$ cat src/rtl/load_store_unit.sv
// load_store_unit: memory-stage byte/half/word load/store over a req/ack RAM handshake with misalign and timeout detection
module load_store_unit #(
    parameter int TIMEOUT = 16
) (
    input  logic        clk,
    input  logic        rst_n,
    input  logic [31:0] ALUResult,
    input  logic [31:0] WriteData,
    input  logic        MemRead,
    input  logic        MemWrite,
    input  logic [1:0]  MemSize,
    input  logic        MemSigned,
    output logic        Stall,
    output logic [31:0] ReadData,
    output logic        LoadValid,
    output logic        AddrErr,
    output logic        BusErr,
    output logic        mem_req,
    output logic        mem_we,
    output logic [31:0] mem_addr,
    output logic [3:0]  mem_be,
    output logic [31:0] mem_wdata,
    input  logic        mem_ack,
    input  logic [31:0] mem_rdata
);
    localparam int CW = $clog2(TIMEOUT + 1);

    typedef enum logic [1:0] {IDLE, BUSY, DONE} state_t;

    state_t        state, state_nx;
    logic [CW-1:0] cnt;
    logic [1:0]    size_q, off_q;
    logic          sign_q;
    logic          req, aligned, legal, illegal, busy, ack, tmo;
    logic [3:0]    be;
    logic [31:0]   wd, ld;
    logic [7:0]    ld_b;
    logic [15:0]   ld_h;

    assign req     = MemRead | MemWrite;
    assign aligned = (MemSize == 2'b00) | (MemSize == 2'b01 & ~ALUResult[0])
                   | (MemSize == 2'b10 & ALUResult[1:0] == 2'b00);
    assign legal   = req & ~(MemRead & MemWrite) & aligned;
    assign illegal = req & ~legal;
    assign busy    = state == BUSY;
    assign ack     = busy & mem_ack;
    assign tmo     = busy & ~mem_ack & (cnt == CW'(TIMEOUT - 1));
    assign Stall   = busy | legal;

    assign be = MemSize == 2'b00 ? 4'b0001 << ALUResult[1:0]
              : MemSize == 2'b01 ? (ALUResult[1] ? 4'b1100 : 4'b0011) : 4'b1111;
    assign wd = MemSize == 2'b00 ? {4{WriteData[7:0]}}
              : MemSize == 2'b01 ? {2{WriteData[15:0]}} : WriteData;

    assign ld_b = mem_rdata[{off_q, 3'b000} +: 8];
    assign ld_h = off_q[1] ? mem_rdata[31:16] : mem_rdata[15:0];
    assign ld   = size_q == 2'b00 ? {{24{sign_q & ld_b[7]}}, ld_b}
                : size_q == 2'b01 ? {{16{sign_q & ld_h[15]}}, ld_h} : mem_rdata;

    always_ff @(posedge clk or negedge rst_n) begin
        if (!rst_n) state <= IDLE;
        else        state <= state_nx;
    end

    always_comb begin
        state_nx = state;
        state_nx = !busy ? (legal ? BUSY : IDLE) : ack ? DONE : tmo ? IDLE : BUSY;
    end

    always_ff @(posedge clk or negedge rst_n) begin
        if (!rst_n) begin
            cnt       <= '0;
            size_q    <= '0;
            off_q     <= '0;
            sign_q    <= 1'b0;
            mem_req   <= 1'b0;
            mem_we    <= 1'b0;
            mem_addr  <= '0;
            mem_be    <= '0;
            mem_wdata <= '0;
            ReadData  <= '0;
            LoadValid <= 1'b0;
            AddrErr   <= 1'b0;
            BusErr    <= 1'b0;
        end else begin
            LoadValid <= 1'b0;
            AddrErr   <= 1'b0;
            BusErr    <= 1'b0;
            if (!busy) begin
                AddrErr <= illegal;
                if (legal) begin
                    mem_req   <= 1'b1;
                    mem_we    <= MemWrite;
                    mem_addr  <= {ALUResult[31:2], 2'b00};
                    mem_be    <= be;
                    mem_wdata <= wd;
                    size_q    <= MemSize;
                    sign_q    <= MemSigned;
                    off_q     <= ALUResult[1:0];
                    cnt       <= '0;
                end
            end else if (mem_ack) begin
                mem_req <= 1'b0;
                if (!mem_we) begin
                    ReadData  <= ld;
                    LoadValid <= 1'b1;
                end
            end else if (tmo) begin
                mem_req <= 1'b0;
                BusErr  <= 1'b1;
            end else begin
                cnt <= cnt + CW'(1);
            end
        end
    end
endmodule

$ cat config.mk
export PLATFORM = sky130hd
export DESIGN_NAME = load_store_unit
export DESIGN_NICKNAME = d
export VERILOG_FILES = /design/src/rtl/load_store_unit.sv
export SDC_FILE = /design/constraint.sdc
export NUM_CORES = 1
export LEC_CHECK = 0
export CORE_ASPECT_RATIO = 1.4
export CORE_UTILIZATION = 40
export CTS_CLUSTER_DIAMETER = 100
export DETAILED_ROUTE_END_ITERATION = 16
export PLACE_DENSITY = 0.71
export SYNTH_ARGS = -nofsm -noshare
export SYNTH_HDL_FRONTEND = slang
export SYNTH_SLANG_ARGS = --single-unit
$ cat constraint.sdc
create_clock -name clk -period 4.65 [get_ports clk]
set_clock_uncertainty 0.2 [all_clocks]
set_input_delay 0.465 -clock clk [delete_from_list [all_inputs] [get_ports clk]]
set_output_delay 0.465 -clock clk [all_outputs]
set_load 0.01 [all_outputs]
==> flow_summary.ini, run 1 <==
[placed_design]
place_hpwl_um = 11000
port_buffers = 207
dpl.cell_count = 859
place_congestion = 0.858
placed_cell_area_mm2 = 0.00761

[run_status]
status = completed

[cts]
cts_tree = yes
clk_latency_ns = 0.40
clkTransAtPathRegs_ns = 0.05
cts_root_buf = clkbuf_16
cts_max_level = 4
ctsResizeCount = 0
cts_sinks = 115
cts_buffer_depth = 2
cts_inserted_buffers = 17

[die]
row_count = 50
coreArea_mm2 = 0.0133
start_util_pct = 40.8
io_pins = 210
dieArea_mm2 = 0.0141
die_x_um = 101
fp.dieH_um = 140

[setup_path]
worstSetupEndpointType = output pin
critPathKind = input pin to output pin
path_cells = clkdlybuf4s50_1 -> buf_4 -> a21oi_1 -> o21ai_0 -> nand2_1 -> clkdlybuf4s50_1
cp_max_fo = 14
cp.arrival_ns = 2.29
crit_slowest_cell = clkdlybuf4s50_1
critPathMaxStageDelay_ns = 0.50
cp_num_buf_inv = 3
crit_path_start_kind = input pin
required_ns = 3.98
critical_path.most_common_cell = clkdlybuf4s50_1
critical-path-top-delay-family = buffers and inverters

[power_and_ir_drop]
pwr-share-clk_pct = 27.5
p_seq_share_pct = 35.0
peakVddDrop_v = 0.000292
p_int_w = 0.00324
power_density_mw_per_mm2 = 572
sw_frac_of_total_pct = 31.0
p_comb_share_pct = 37.5
power_switching_w = 0.00145
power_leakage_nw = 3.44

[sta]
worstMarginPinSlew_ns = 1.14
final_hold_viol_count = 0
clock.fmax_ghz = 0.338
rsz0062_at_grt = false
finalCritPeriodShare_pct = 63.6
relSlewSlack_pct = 23.9
layout_min_cycle_time_ns = 2.96
setup_viol = 0
slew_violations = 0
setup_tns_ns = 0

[route]
first_iter_violations = 153
via_per_inst = 5.14
drc = 0
post_drt_wl_per_cell_um = 17.0
routed_wl_um = 15200
first_pass_iters = 4
vias = 4583
ant_nets = 0

[final_layout]
post-route-cell-area_mm2 = 0.00821
drive_gt1_share_pct = 14.1
final_cells = 891
fin_nets = 804
antennaDiodeCount = 0
syn2layout_area_growth_pct = 51.0
ff_latch_area_mm2 = 0.00288
utilization_pct = 61.6
multi_input_area_mm2 = 0.00235
fillers = 1093

[global_route]
grt_pass1_wl_um = 24700
use_met1_pct = 25.4
global_route.usage.met2_pct = 39.7
gr-usage-met3_pct = 7.39
antenna_found_initial = 0
grt_most_used_layer = met2
grt_pass1_vias = 4865
grt.total_usage_pct = 22.8
grt-ovfl-total = 0
grt_max_degree = 62

[run]
maxCapViolCount = 0

[yosys]
yosys-top-cells-area = dfrtp_1 (53%), mux2_2 (8.3%), mux2i_1 (6.1%)
ys_types = 49
synth-edff-count = 0
yosysMostFrequentCell = dfrtp_1
synth_top_area_share_pct = 52.9
ys.flop_type = dfrtp_1
synth_common_cells = dfrtp_1 (115), nand2_1 (54), nor2_1 (46)
synthCells = 498
async_flop_share_pct = 100
synth-seq-cells = 115
synth.avg_cell_area_um2 = 10.9
syn_area_mm2 = 0.00544
ys_warn_count = 0
yosysTopAreaCell = dfrtp_1
ys_seq_area_share_pct = 52.9

[worst_hold_path]
min_path_type = register to register
## area by class of cell
class                   count  area share, %
clock buffers              21           5.49
clock inverters            10           1.63
inverters                   7          0.320
multi-input cells         339           28.6
flip-flops and latches    115           35.1
well taps                 182           2.77
repair buffers            217           26.2
## kinds of logic (layout without fill, tap and decap cells)
group / Yosys count / after routing / synth area share (%)
AO/OA/AOI/OAI: 114 / 114 / 14.0
adder cells (fa/ha/maj): 3 / 3 / 0.690
buffers and inverters: 45 / 255 / 4.16
flip-flops: 115 / 115 / 52.9
multiplexers: 77 / 77 / 15.5
other: 1 / 2 / 0.0690
AND/OR/NAND/NOR: 143 / 143 / 12.6
## what timing repair did
action,in CTS,in global routing
buffers inserted,0,0
hold buffers,1,0
endpoints found under the hold margin,49,0
## layer usage
layer / wire length (um) / vias up
met4: 375 / 2
li1: - / 2158
met5: 6 / -
met2: 7940 / 170
met3: 971 / 25
met1: 5860 / 2228
## cell usage in the layout (no fill, tap or decap), types with 2 or more instances in the layout
cell type and n:
dfrtp_1 115, o21ai_0 32, a22o_1 14, clkbuf_1 3
clkinvlp_4 2, nor2b_1 2, mux2_2 40, o22a_1 7
a31oi_1 10, nor3b_1 2, or4b_2 3, bufinv_16 3
a21oi_2 9, mux2i_1 33, nand2_1 54, inv_1 7
clkbuf_16 17, a21oi_1 26, clkinv_2 4, ha_1 3
buf_4 10, nand2b_1 2, or4b_1 4, nand3_1 13
a211oi_1 8, nor2_1 46, clkdlybuf4s50_1 206, nand3b_1 7
mux2_1 2, conb_1 2
## flip-flops by register name (all words and copies together) (netlist names)
register and cells:
LoadValid 1, BusErr 1, state 2, off_q 2
cnt 5, size_q 2, mem_we 1, mem_addr 30
sign_q 1, AddrErr 1, mem_wdata 32, ReadData 32
mem_req 1, mem_be 4
## power groups by stage
stage | registers, W | clock network (W) | logic (W)
detailed placement | 0.00166 | 0 | 0.00178
global route | 0.00169 | 0.00136 | 0.00191
CTS | 0.00164 | 0.00132 | 0.00179
global placement | 0.00164 | 0 | 0.00174
floorplan | 0.00174 | 0 | 0.000698
finish | 0.00164 | 0.00129 | 0.00176
## worst register-to-register path, delay by kind of cell, from the launching register on
kind	cells	cell delay (ns)
flip-flops	1	1.09
AO/OA/AOI/OAI	3	0.89
buffers and inverters	1	0.39
## path summary, 6_finish.rpt
path,startpoint,endpoint,slack [ns],cells past startpoint
setup / recovery,MemSize[0],Stall,1.69,6
hold / removal,mem_be[3],mem_be[3],0.28,2
setup reg to reg,off_q[1],ReadData[3],1.93,4
hold reg to reg,mem_be[3],mem_be[3],0.28,2
max in group asynchronous,rst_n,mem_wdata[24],2.83,3
min in group asynchronous,rst_n,ReadData[29],0.44,2
## through the flow
| stage | setup WS (ns) | hold slack [ns] | total power, W |
|---|---|---|---|
| 2_1_floorplan | 2.57 | -0.0306 | 0.00244 |
| 3_3_place_gp | 1.70 | 0.263 | 0.00338 |
| 3_5_place_dp | 1.69 | 0.272 | 0.00343 |
| 4_1_cts | 1.69 | 0.285 | 0.00475 |
| 5_1_grt | 1.59 | 0.298 | 0.00497 |
| 6_report | 1.69 | 0.277 | 0.00470 |
No activity file was read; power rests on OpenSTA's default activity.
==> run 2, diff against run 1 <==
- PLACE_DENSITY: 0.71 -> 0.74
- clock period: 4.65 -> 2.65 ns (I/O delays scaled with it)
==> flow_summary.ini, run 2 (synthesis results as in run 1) <==
[setup_path]
cp.arrival_ns = 2.03
rr_startpoint = cnt[0]
cp_max_fo = 6
crit_start = MemSize[0]
required_ns = 2.18
worstSetupEndpointType = output pin
crit_path_start_kind = input pin
critPathKind = input pin to output pin

[final_layout]
mostFrequentLayoutCell = clkdlybuf4s50_1
final_cells = 895
drive_gt1_share_pct = 15.0
ff_latch_area_mm2 = 0.00288
antennaDiodeCount = 0
layout_common_cells = clkdlybuf4s50_1 (206), dfrtp_1 (115), nand2_1 (54)
utilization_pct = 62.5
multi_input_area_mm2 = 0.00235
syn2layout_area_growth_pct = 53.2
fin_nets = 807
fillers = 1162
reg.largest.list = ReadData: 32 flops, mem_wdata: 32 flops, mem_addr: 30 flops

[power_and_ir_drop]
power_switching_w = 0.00259
peakVddDrop_v = 0.000468
p_comb_share_pct = 37.1
power_leakage_nw = 3.50
pwr-share-clk_pct = 29.2
p_seq_share_pct = 33.7
p_int_w = 0.00588
sw_frac_of_total_pct = 30.6
power_density_mw_per_mm2 = 1020

[die]
dieArea_mm2 = 0.0141
start_util_pct = 40.8
fp.dieH_um = 140
io_pins = 210
die_x_um = 101
coreArea_mm2 = 0.0133
row_count = 50

[cts]
cts_inserted_buffers = 17
cts_root_buf = clkbuf_16
cts_tree = yes
cts_buffer_depth = 2
cts_max_level = 4
cts_setup_buffers = 0
ctsResizeCount = 0
clkTransAtPathRegs_ns = 0.05
clk_latency_ns = 0.40
cts_sinks = 115
hold_buffers = 1

[global_route]
grt.total_usage_pct = 22.3
antenna_found_initial = 0
grt_pass1_vias = 4825
grt-ovfl-total = 0
grt_max_degree = 82
grt_pass1_wl_um = 24200

[placed_design]
place_hpwl_um = 11100
place_congestion = 0.818
port_buffers = 207
dpl.cell_count = 862

[route]
vias = 4619
first_pass_iters = 5
routed_wl_um = 15100
via_per_inst = 5.16
post_drt_wl_per_cell_um = 16.8
drc = 0
first_iter_violations = 188
ant_nets = 0

[run]
maxCapViolCount = 0

[sta]
final_hold_viol_count = 0
worstMarginPinSlew_ns = 0.694
relSlewSlack_pct = 53.7
rsz0062_at_grt = false
setup_viol = 0
setup_tns_ns = 0
layout_min_cycle_time_ns = 2.50
clock.fmax_ghz = 0.400
finalCritPeriodShare_pct = 94.3
holdWs_ns = 0.171
slew_violations = 0

[run_status]
status = completed

[worst_hold_path]
min_path_type = input pin to async pin
==> run 2: cell count changes in the layout (fill, tap and decap cells not counted) <==
cell,change
buf_12,+3
clkinv_4,+2
clkinv_2,-2
clkbuf_8,+2
clkinvlp_4,+1
bufinv_16,+1
clkbuf_1,-3
==> run 2: worst max-delay path, cell delays in order <==
cell and delay, ns:
clkdlybuf4s50_1 0.55, a21oi_1 0.33, o21ai_0 0.21, nand2_1 0.12
clkdlybuf4s50_1 0.55
==> run 2: power groups by stage <==
stage | combinational (W) | sequential, W | clock (W)
after floorplan | 0.00122 | 0.00305 | 0
after global placement | 0.00308 | 0.00285 | 0
after detailed placement | 0.00315 | 0.00289 | 0
after CTS | 0.00317 | 0.00286 | 0.00252
after global routing | 0.00338 | 0.00295 | 0.00261
final | 0.00314 | 0.00286 | 0.00247
==> run 2: through the flow <==
stage	cell area (um2)	setup WS [ns]	power [W]
2_1_floorplan	5440	0.565	0.00428
3_3_place_gp	7670	0.189	0.00594
3_5_place_dp	7670	0.166	0.00604
4_1_cts	8330	0.161	0.00855
5_1_grt	8330	0.0721	0.00894
6_report	8330	0.151	0.00847
==> run 2: worst paths after layout <==
path | slack [ns] | to | cells past startpoint
max in group asynchronous | 1.33 | mem_wdata[9] | 3
hold / removal | 0.17 | ReadData[22] | 2
min in group clk | 0.27 | mem_addr[23] | 2
setup reg to reg | 0.50 | cnt[3] | 8
hold reg to reg | 0.28 | mem_wdata[22] | 2
setup / recovery | 0.15 | Stall | 5
==> run 2: area by class of cell <==
type | count | share of cell area, %
Clock buffer | 20 | 5.60
Clock inverter | 12 | 2.15
Inverter | 7 | 0.315
Multi-Input combinational cell | 339 | 28.2
Sequential cell | 115 | 34.5
Tap cell | 182 | 2.73
Timing Repair Buffer | 220 | 26.5
==> run 2: layer usage <==
metal | routed length (um) | part of all wire [%] | GRT usage, % | vias to the layer above
li1 | - | - | - | 2168
met1 | 5590 | 37 | 24.3 | 2244
met2 | 7910 | 53 | 39.2 | 188
met3 | 1300 | 8.6 | 7.29 | 19
met4 | 255 | 1.7 | 9.61 | 0
met5 | 0 | 0 | 0 | -
==> run 3, diff against run 2 <==
- GPL_TIMING_DRIVEN: not set -> 0
==> flow_summary.ini, run 3 (synthesis results as in run 1) <==
[run_status]
status = completed

[worst_hold_path]
min_path_type = input pin to async pin

[final_layout]
post-route-cell-area_mm2 = 0.00840
final_cells = 921
antennaDiodeCount = 0
fin_nets = 833
fillers = 1107
reg.largest.list = ReadData: 32 flops, mem_wdata: 32 flops, mem_addr: 30 flops
mostFrequentLayoutCell = clkdlybuf4s50_1
drive_gt1_share_pct = 15.8
utilization_pct = 63.1
syn2layout_area_growth_pct = 54.6
layout_common_cells = clkdlybuf4s50_1 (205), dfrtp_1 (115), nand2_1 (54)

[setup_path]
path_cells = clkdlybuf4s50_1 -> a21oi_1 -> o21ai_0 -> nand2_1 -> clkdlybuf4s50_1
cp.arrival_ns = 1.96
rr_startpoint = cnt[0]
reg2regPathDepth = 7
r2r-end = cnt[3]
worstSetupEndpointType = output pin
critPathKind = input pin to output pin
cp_max_fo = 5
critical_path.most_common_cell = clkdlybuf4s50_1
r2r_slack_ns = 0.30
critPathMaxStageDelay_ns = 0.60
crit_slowest_cell = clkdlybuf4s50_1
crit_path_start_kind = input pin
required_ns = 2.18

[power_and_ir_drop]
peakVddDrop_v = 0.000475
finalPower_w = 0.00854
power_leakage_nw = 3.55
power_density_mw_per_mm2 = 1020

[sta]
timing.final.ws_setup_ns = 0.228
setup_viol = 0
worstMarginPinSlew_ns = 0.742
relSlewSlack_pct = 50.5
final_hold_viol_count = 0
finalCritPeriodShare_pct = 91.4
slew_violations = 0
rsz0062_at_grt = false
clock.fmax_ghz = 0.413
layout_min_cycle_time_ns = 2.42

[global_route]
grt-ovfl-total = 0
grt_pass1_wl_um = 25700
grt_pass1_vias = 5041
antenna_found_initial = 0
grt.total_usage_pct = 24.2
grt_max_degree = 94

[die]
dieArea_mm2 = 0.0141
row_count = 50
start_util_pct = 40.8
coreArea_mm2 = 0.0133
fp.dieH_um = 140
io_pins = 210
die_x_um = 101

[cts]
cts_buffer_depth = 2
clk_latency_ns = 0.41
cts_max_level = 4
cts_sinks = 115
cts_root_buf = clkbuf_16
ctsResizeCount = 0
cts_inserted_buffers = 17
cts_tree = yes
clkTransAtPathRegs_ns = 0.05

[route]
drc = 0
ant_nets = 0
vias = 4783
first_iter_violations = 221
first_pass_iters = 5
via_per_inst = 5.19
post_drt_wl_per_cell_um = 17.6
routed_wl_um = 16200

[placed_design]
place_hpwl_um = 12200
dp_slack_ns = 0.0717
port_buffers = 206
placed_cell_area_mm2 = 0.00776
dpl.cell_count = 888
place_congestion = 0.896

[run]
maxCapViolCount = 0
==> run 3: cell count changes in the layout (fill, tap and decap cells not counted), moves of 2 or more <==
| cell | delta |
|---|---|
| buf_12 | -3 |
| buf_2 | +18 |
| buf_4 | -7 |
| buf_6 | +4 |
| clkbuf_1 | +16 |
| clkbuf_8 | -2 |
| clkinv_4 | -3 |
==> run 3: worst max-delay path by stage <==
stage	from	end	slack, ns
final	ALUResult[0]	Stall	0.23
after global routing	ALUResult[0]	Stall	0.05
after CTS	ALUResult[0]	Stall	0.19
after detailed placement	ALUResult[0]	size_q[0]	0.07
after global placement	rst_n	mem_addr[9]	-3.24
after floorplan	cnt[0]	cnt[3]	0.57
==> run 3: power by group <==
group / internal (W) / total (W) / switching (W)
combinational: 0.00184 / 0.00330 / 0.00146
sequential: 0.00241 / 0.00277 / 0.000359
clock: 0.00169 / 0.00247 / 0.000782
==> run 3: area by class of cell <==
type,instances,area (um2),area share [%]
multi-input cells,339,2340,27.8
flip-flops and latches,115,2880,34.2
well taps,182,228,2.71
inverters,7,26.3,0.313
plain buffers,38,200,2.38
clock buffers,22,454,5.40
repair buffers,208,2100,25.0
clock inverters,10,180,2.14
==> run 3: what timing repair did <==
item / CTS / global route
buffers inserted: 0 / 0
endpoints found under the hold margin: 115 / 0
hold buffers: 1 / 0
==> run 3: metrics by stage <==
| stage | hold slack [ns] | TNS, ns |
|---|---|---|
| final | 0.0773 | 0 |
| after global routing | 0.0802 | 0 |
| after CTS | 0.0717 | 0 |
| after detailed placement | -0.0670 | 0 |
| after global placement | 0.263 | -371.87 |
| after floorplan | -0.231 | 0 |
==> run 3: critical path: cells and delay by family <==
family	cells	cell delay, ns
compound gates	2	0.46
simple gates	1	0.12
buf+inv	2	1.11
==> run 3: per-layer routing <==
metal / track usage [%] / vias to the layer above / wire (um)
li1: - / 2221 / -
met1: 26.4 / 2302 / 6070
met2: 42.7 / 224 / 8340
met3: 6.64 / 36 / 1290
met4: 11.6 / 0 / 548
met5: 0 / - / 0
